[src/rtl/gs232c_ras_ctrl.sv]
// Return-address-stack control: sequences the 16-entry RAM clear after reset,
// then arbitrates predict/branch/writeback push-pop strobes with flush priority
// and tracks the committed stack depth.
module gs232c_ras_ctrl (
  input  logic        clock,
  input  logic        reset,
  input  logic        pr_call_i,
  input  logic        pr_ret_i,
  input  logic [29:0] pr_link_pc_i,
  input  logic        br_call_i,
  input  logic        br_ret_i,
  input  logic        br_mispred_i,
  input  logic [29:0] br_link_pc_i,
  input  logic        wb_call_i,
  input  logic        wb_ret_i,
  input  logic        wb_flush_i,
  input  logic [29:0] wb_link_pc_i,
  output logic        raminit_valid,
  output logic        pr_link,
  output logic        pr_jrra,
  output logic        br_cancel,
  output logic        br_link,
  output logic        br_jrra,
  output logic        wb_cancel,
  output logic        wb_link,
  output logic        wb_jrra,
  output logic [29:0] pr_link_pc,
  output logic [29:0] br_link_pc,
  output logic [29:0] wb_link_pc,
  output logic        ras_ready,
  output logic        ra_valid,
  output logic        wb_underflow,
  output logic [4:0]  wb_depth
);

  typedef enum logic [1:0] {
    S_INIT  = 2'd0,
    S_RUN   = 2'd1,
    S_RECOV = 2'd2
  } state_t;

  state_t      r_state;
  logic [3:0]  r_init_cnt;
  logic [4:0]  r_depth;
  logic        r_underflow;

  logic        w_ready;
  logic        w_run;
  logic        w_wb_cancel;
  logic        w_br_cancel;
  logic        w_any_cancel;

  // Strobe decode; reset is folded in so nothing fires while the state is stale
  always_comb begin
    w_ready      = !reset && (r_state != S_INIT);
    w_run        = !reset && (r_state == S_RUN);
    w_wb_cancel  = wb_flush_i && w_ready;
    w_br_cancel  = br_mispred_i && w_ready && !wb_flush_i;
    w_any_cancel = w_wb_cancel || w_br_cancel;

    raminit_valid = !reset && (r_state == S_INIT);
    ras_ready     = w_ready;
    ra_valid      = w_run && !w_any_cancel;

    wb_cancel = w_wb_cancel;
    br_cancel = w_br_cancel;

    wb_link = wb_call_i && w_ready;
    wb_jrra = wb_ret_i && !wb_call_i && w_ready;

    br_link = br_call_i && w_ready && !w_wb_cancel;
    br_jrra = br_ret_i && !br_call_i && w_ready && !w_wb_cancel;

    pr_link = pr_call_i && w_run && !w_any_cancel;
    pr_jrra = pr_ret_i && !pr_call_i && w_run && !w_any_cancel;

    pr_link_pc = pr_link_pc_i;
    br_link_pc = br_link_pc_i;
    wb_link_pc = wb_link_pc_i;

    wb_depth     = r_depth;
    wb_underflow = r_underflow;
  end

  // Init sweep / run / one-cycle recovery state machine
  always_ff @(posedge clock) begin
    if (reset) begin
      r_state    <= S_INIT;
      r_init_cnt <= '0;
    end else begin
      case (r_state)
        S_INIT: begin
          r_init_cnt <= r_init_cnt + 4'd1;
          if (r_init_cnt == 4'd15) r_state <= S_RUN;
        end
        S_RUN:   if (w_any_cancel) r_state <= S_RECOV;
        S_RECOV: if (!w_any_cancel) r_state <= S_RUN;
        default: r_state <= S_INIT;
      endcase
    end
  end

  // Committed depth counter (saturating both ends) and sticky underflow flag
  always_ff @(posedge clock) begin
    if (reset) begin
      r_depth     <= '0;
      r_underflow <= 1'b0;
    end else if (w_ready) begin
      if (wb_jrra && (r_depth == 5'd0)) r_underflow <= 1'b1;
      if (wb_call_i && !wb_ret_i) begin
        if (r_depth != 5'd16) r_depth <= r_depth + 5'd1;
      end else if (wb_ret_i && !wb_call_i) begin
        if (r_depth != 5'd0) r_depth <= r_depth - 5'd1;
      end
    end
  end

endmodule

[config.mk]
export PLATFORM = sky130hd
export DESIGN_NAME = gs232c_ras_ctrl
export DESIGN_NICKNAME = d
export VERILOG_FILES = /design/src/rtl/gs232c_ras_ctrl.sv
export SDC_FILE = /design/constraint.sdc
export NUM_CORES = 1
export LEC_CHECK = 0
export ABC_AREA = 1
export CAP_MARGIN = 10
export CORE_AREA = 2 2 80 82
export CTS_CLUSTER_DIAMETER = 50
export CTS_CLUSTER_SIZE = 40
export DETAILED_ROUTE_END_ITERATION = 12
export DIE_AREA = 0 0 82 84
export DONT_BUFFER_PORTS = 1
export PLACE_DENSITY = 0.36
export SETUP_SLACK_MARGIN = 0.1
export SLEW_MARGIN = 10
export SYNTH_ARGS = -nofsm -noshare
export SYNTH_HDL_FRONTEND = slang
export SYNTH_SLANG_ARGS = --single-unit
[constraint.sdc]
create_clock -name clock -period 3.21 [get_ports clock]
set_clock_uncertainty 0.1 [all_clocks]
set_input_delay 0.321 -clock clock [delete_from_list [all_inputs] [get_ports clock]]
set_output_delay 0.321 -clock clock [all_outputs]
set_load 0.01 [all_outputs]
==> flow_summary_export.csv, run 1 <==
group,metric,value,unit
outcome,status,"finished clean",
critical_path,criticalPathCategory,"register to output pin",
power,powerDensity,364,mW/mm^2
power,peakVddDrop,151,uV
sta,final_hold_viol_count,0,
critical_path,cp.arrival,1390,ps
critical_path,rrSetupSlack,1690,ps
placement,port_buffers,0,
clock_tree,hold_buffers,0,
clock_tree,post_cts_buffers,0,
critical_path,cp_top_family,"simple AND/OR/NAND/NOR gates",
hold_path,hp-class,"input port to register",
critical_path,critPathSlowestCell,"dfxtp_1",
die,start_util,24.4,%
layout,area_growth,-35.2,%
synth,synth_edf_count,0,
layout,layout-drive-gt1-share,11.0,%
sta,drv_slew,0,
route,wl,2.40,mm
route,drtPass1Iterations,4,
synth,yosys_warnings,0,
layout,antenna_cells,0,
route,ant_nets,0,
sta,worst-slew-pin-transition,535,ps
power,leakage,0.444,nW
sta,final.min_clock_period,1810,ps
die,die_x,82,um
route,vias,795,
global_routing,grt_pass1_vias,776,
global_routing,grt.total_usage,7.29,%
clock_tree,clock-sinks,12,
route,drtIter0Drc,19,
global_routing,overflow,0,
clock_tree,insertion_delay,240,ps
synth,netlist_area,0.00149,mm^2
hold_path,min_from,"reset",
synth,synth_ff_type,"dfxtp_1",
placement,dp_cells,200,
synth,ys_types,20,
sta,timing.fmax,553,MHz
global_routing,grt_max_degree,11,
die,fp.dieH,84,um
clock_tree,cts_root_buf,"clkbuf_8",
sta,setup_viol,0,
placement,dp_hpwl,1.97,mm
critical_path,start_kind,"register",
synth,synthCells,213,
critical_path,rr_worst_depth,7,
global_routing,antenna_found_initial,0,
sta,slew_headroom,64.0,%
clock_tree,cts.clk_slew.worst_paths,60,ps
route,routedWlPerCell,11.8,um
sta,period_share,56.4,%
hold_path,holdPathStages,1,
critical_path,critical_path_required,2790,ps
critical_path,r2r-end,"wb_depth[4]$_SDFFE_PP0P_",
clock_tree,cts_inserted_buffers,3,
placement,dpl_worst_slack,1480,ps
synth,async_reset_ff_share,0,%
clock_tree,ctsHtreeMaxLevel,1,
synth,ys_ff_latch,12,
critical_path,startpoint,"r_state[0]$_SDFFE_PP0P_",
clock_tree,cts_resized,0,
route,via_per_inst,3.90,
sta,setup-tns-final,0,ps
synth,ys_seq_area_share,16.1,%
critical_path,r2r_start,"wb_depth[0]$_SDFFE_PP0P_",
critical_path,critPathMaxStageDelay,340,ps
layout,nNetsFinal,235,
sta,setup_slack,1400,ps
die,fp.coreArea,0.00610,mm^2
placement,place.gp.congestion,0.811,
route,drcViolationCount,0,
layout,final_cells,204,
die,die_area,0.00689,mm^2
critical_path,critPathBufInv,0,
synth,syn-num-nets,320,
critical_path,crit_path_cell_trace,"nor2_2 > nor2_4 > o21ai_2 > nand3_1 > nor2_1",
clock_tree,ctsLongestPathBuffers,2,
global_routing,grt_pass1_wl,3.81,mm
sta,rsz0062_at_grt,"no",
die,io_pins,207,
clock_tree,cts_tree,"built",
hold_path,hold_end,"wb_underflow$_SDFFE_PP0P_",
critical_path,cp-end-kind,"output pin",
job,cap_violations,0,
critical_path,cp_max_fo,6,
die,rows,29,
synth,avgSynthCellArea,7.00,um^2
final cells by class:
type                            count  area (um^2)
Multi-Input combinational cell     93          507
Fill cell                         718         5130
Tap cell                           77         96.3
Inverter                           18         67.6
Clock buffer                        4         55.1
Sequential cell                    12          240
logic make-up after synthesis:
family,synth area share (%)
adders and majority gates,6.38
AOI/OAI and AO/OA,4.53
DFF,16.1
xor gates and xnor gates,1.18
buffers and inverters,49.9
and+or+nand+nor,21.9
synthesized netlist by cell type, types with 2 or more instances:
library cell	count	area (um^2)
inv_1	16	60.1
nand2_4	2	22.5
nor2_1	25	93.8
ha_1	6	75.1
nor2_2	2	12.5
buf_4	90	676
nand3_1	10	50.1
inv_2	2	7.51
dfxtp_1	12	240
o21ai_0	3	15.0
nand2_1	28	105
xnor2_1	2	17.5
a21oi_1	7	35.0
nor2_4	2	22.5
placed cells by master (no fill, tap or decap):
cell / instances
nand3b_1: 1
dfxtp_1: 12
nand2_1: 28
fa_1: 1
inv_2: 2
a22o_1: 1
nor2_2: 2
inv_1: 16
nand3_1: 10
ha_1: 6
nand2_2: 1
nor4_1: 1
clkbuf_8: 4
o21ai_2: 1
o21ai_0: 3
a21oi_1: 7
xnor2_1: 2
nor2_4: 2
nor2_1: 25
nand2_4: 2
worst max-delay path by stage:
stage / end / slack, ps / depth (start not counted)
3_3_place_gp: wb_depth[3]$_SDFFE_PP0P_ / 1510 / 10
5_1_grt: pr_link / 1250 / 5
3_5_place_dp: wb_depth[4]$_SDFFE_PP0P_ / 1480 / 10
4_1_cts: pr_jrra / 1350 / 5
6_report: pr_jrra / 1400 / 5
2_1_floorplan: wb_depth[3]$_SDFFE_PP0P_ / 1590 / 10
stage by stage:
stage	total power (W)	hold slack (ps)	instance area (um^2)	utilization [%]
floorplan	0.000297	290	1490	-
global placement	0.000188	293	911	14.9
detailed placement	0.000188	296	911	14.9
CTS	0.000359	37.5	966	15.8
global route	0.000372	34.4	966	15.8
finish	0.000352	42.4	966	15.8
report_power, final:
group          switching (W)  internal, W  leakage, nW   total, W
Clock              0.0000597     0.000108       0.0288   0.000168
Sequential        0.00000331     0.000153       0.0973   0.000156
Combinational      0.0000170    0.0000106        0.318  0.0000276
Total              0.0000800     0.000272        0.444   0.000352
per-layer routing:
metal / track usage (%) / share of wire, % / vias up
met1: 7.48 / 36 / 340
met4: 4.39 / 3.3 / 0
li1: - / - / 395
met3: 4.87 / 12 / 16
met2: 10.8 / 48 / 44
met5: 0 / 0 / -
flip-flops by register name, summed over array words and instances (netlist names):
signal and cells:
wb_depth 5, r_state 2, r_init_cnt 4, wb_underflow 1
No activity file was read; power rests on OpenSTA's default activity.
==> run 2: changes to the inputs <==
PLACE_DENSITY = 0.37   (was 0.36)
clock period = 1.6 ns   (was 3.21 ns; I/O delays follow)
==> run 2 against run 1 <==
Net effect:
- first-iteration DRC count decreased by 37%
- global-route usage increased by 0.53 points
- worst hold slack worse by 9.7 ps
- via count increased by 4.8%
- die area did not move
- highest routed layer unchanged
==> flow_summary_export.csv, run 2 (synthesis results as in run 1) <==
group,metric,value,unit
global_routing,overflow,0,
power,leakage,0.495,nW
sta,period_share,92.2,%
power,power.switching,0.000168,W
power,peakVddDrop,218,uV
die,io_pins,207,
route,drcViolationCount,0,
global_routing,grt.total_usage,7.81,%
global_routing,grt_pass1_vias,824,
route,routedWlPerCell,12.0,um
route,drtPass1Iterations,4,
power,power_frac_clock,47.8,%
clock_tree,clock-sinks,12,
power,p_seq_share,43.4,%
clock_tree,ctsHtreeMaxLevel,1,
die,start_util,24.4,%
critical_path,critical_path_required,1340,ps
sta,slew_headroom,76.8,%
sta,worst-slew-pin-transition,346,ps
critical_path,cp-end-kind,"output pin",
sta,setup-tns-final,0,ps
sta,drv_slew,0,
clock_tree,ctsLongestPathBuffers,2,
layout,area_growth,-25.7,%
sta,setup_viol,0,
clock_tree,insertion_delay,240,ps
route,ant_nets,0,
power,share_comb_of_total_power,8.8,%
sta,rsz0062_at_grt,"yes",
route,via_per_inst,3.89,
route,wl,2.56,mm
layout,nNetsFinal,245,
sta,timing.fmax,678,MHz
job,cap_violations,0,
critical_path,cp_max_fo,6,
layout,antenna_cells,0,
layout,largest_register_ff_count,5,
layout,most-common-layout-cells,"nand2_1 (28), nor2_1 (21), inv_1 (15)",
global_routing,grt_max_degree,11,
power,powerDensity,645,mW/mm^2
route,drtIter0Drc,12,
power,p_sw_share,23.5,%
critical_path,criticalPathCategory,"register to output pin",
die,fp.dieH,84,um
die,rows,29,
die,die_area,0.00689,mm^2
die,die_x,82,um
global_routing,grt_pass1_wl,4.06,mm
critical_path,startpoint,"r_state[0]$_SDFFE_PP0P_",
placement,place.gp.congestion,0.795,
die,fp.coreArea,0.00610,mm^2
power,internal-power,0.000546,W
placement,dp_hpwl,2.03,mm
outcome,status,"finished clean",
clock_tree,cts_root_buf,"clkbuf_8",
placement,dpl_worst_slack,80.1,ps
global_routing,antenna_found_initial,0,
placement,port_buffers,0,
hold_path,min_from,"reset",
critical_path,start_kind,"register",
clock_tree,cts_tree,"built",
critical_path,r2r_start,"wb_depth[3]$_SDFFE_PP0P_",
clock_tree,cts.clk_slew.worst_paths,60,ps
route,vias,833,
layout,layout-drive-gt1-share,24.1,%
critical_path,cp.arrival,1220,ps
clock_tree,cts_inserted_buffers,3,
sta,setup_slack,124,ps
layout,layout_commonest_cell,"nand2_1",
layout,fill_cells,711,
sta,final.min_clock_period,1480,ps
hold_path,hp-class,"input port to register",
sta,final_hold_viol_count,0,
layout,fin_util,18.2,%
## run 2: timing repair
action                     in CTS  in global routing
setup endpoints to repair       4                  6
cloned                          0                  0
pin swaps                       2                  1
hold endpoints to repair        2                  0
gates resized for setup        13                  5
buffers inserted                1                  1
hold buffers                    1                  0
## run 2: final timing paths
path                                end  slack, ps  depth (start not counted)
max                             pr_link        120                          5
min reg2reg     r_state[1]$_SDFFE_PP0P_        370                          1
min          r_init_cnt[0]$_SDFFE_PP0P_         30                          3
max reg2reg    wb_depth[4]$_SDFFE_PP0P_        220                          7
## run 2: area by class of cell
type	instances	area [um^2]	area share, %
repair buffers	10	77.6	7.01
inverters	18	70.1	6.33
flip-flops and latches	12	248	22.4
well taps	77	96.3	8.70
clock buffers	4	55.1	4.97
multi-input cells	93	561	50.6
## run 2: stage by stage
| step | hold slack, ps | power, W | std cells | area [um^2] |
|---|---|---|---|---|
| after floorplan | 129 | 0.000596 | 213 | 1490 |
| after global placement | 132 | 0.000378 | 207 | 963 |
| after detailed placement | 134 | 0.000378 | 207 | 963 |
| after CTS | 20.6 | 0.000733 | 213 | 1080 |
| after global routing | 37.8 | 0.000759 | 214 | 1110 |
| final | 32.7 | 0.000714 | 214 | 1110 |
## run 2: power by group through the flow
stage                     clock [W]  sequential (W)  combinational, W
after floorplan                   0        0.000318          0.000278
after global placement            0        0.000320         0.0000585
after detailed placement          0        0.000320         0.0000580
after CTS                  0.000360        0.000310         0.0000633
after global routing       0.000375        0.000311         0.0000734
final                      0.000341        0.000310         0.0000631
## run 2: worst max-delay path, cell delays in order, from the launching register on
cell and delay [ps]:
dfxtp_4 370, nor2_4 50, nor2_4 220, o21ai_4 120, nand3_4 150, nor2_4 50
## run 2: layer usage
layer  share of wire (%)  wire, um  track usage, %
met4                 5.4       139            6.36
met1                  38       970            7.94
met3                  12       308            4.76
met2                  45      1140            11.2
met5                   0         0               0
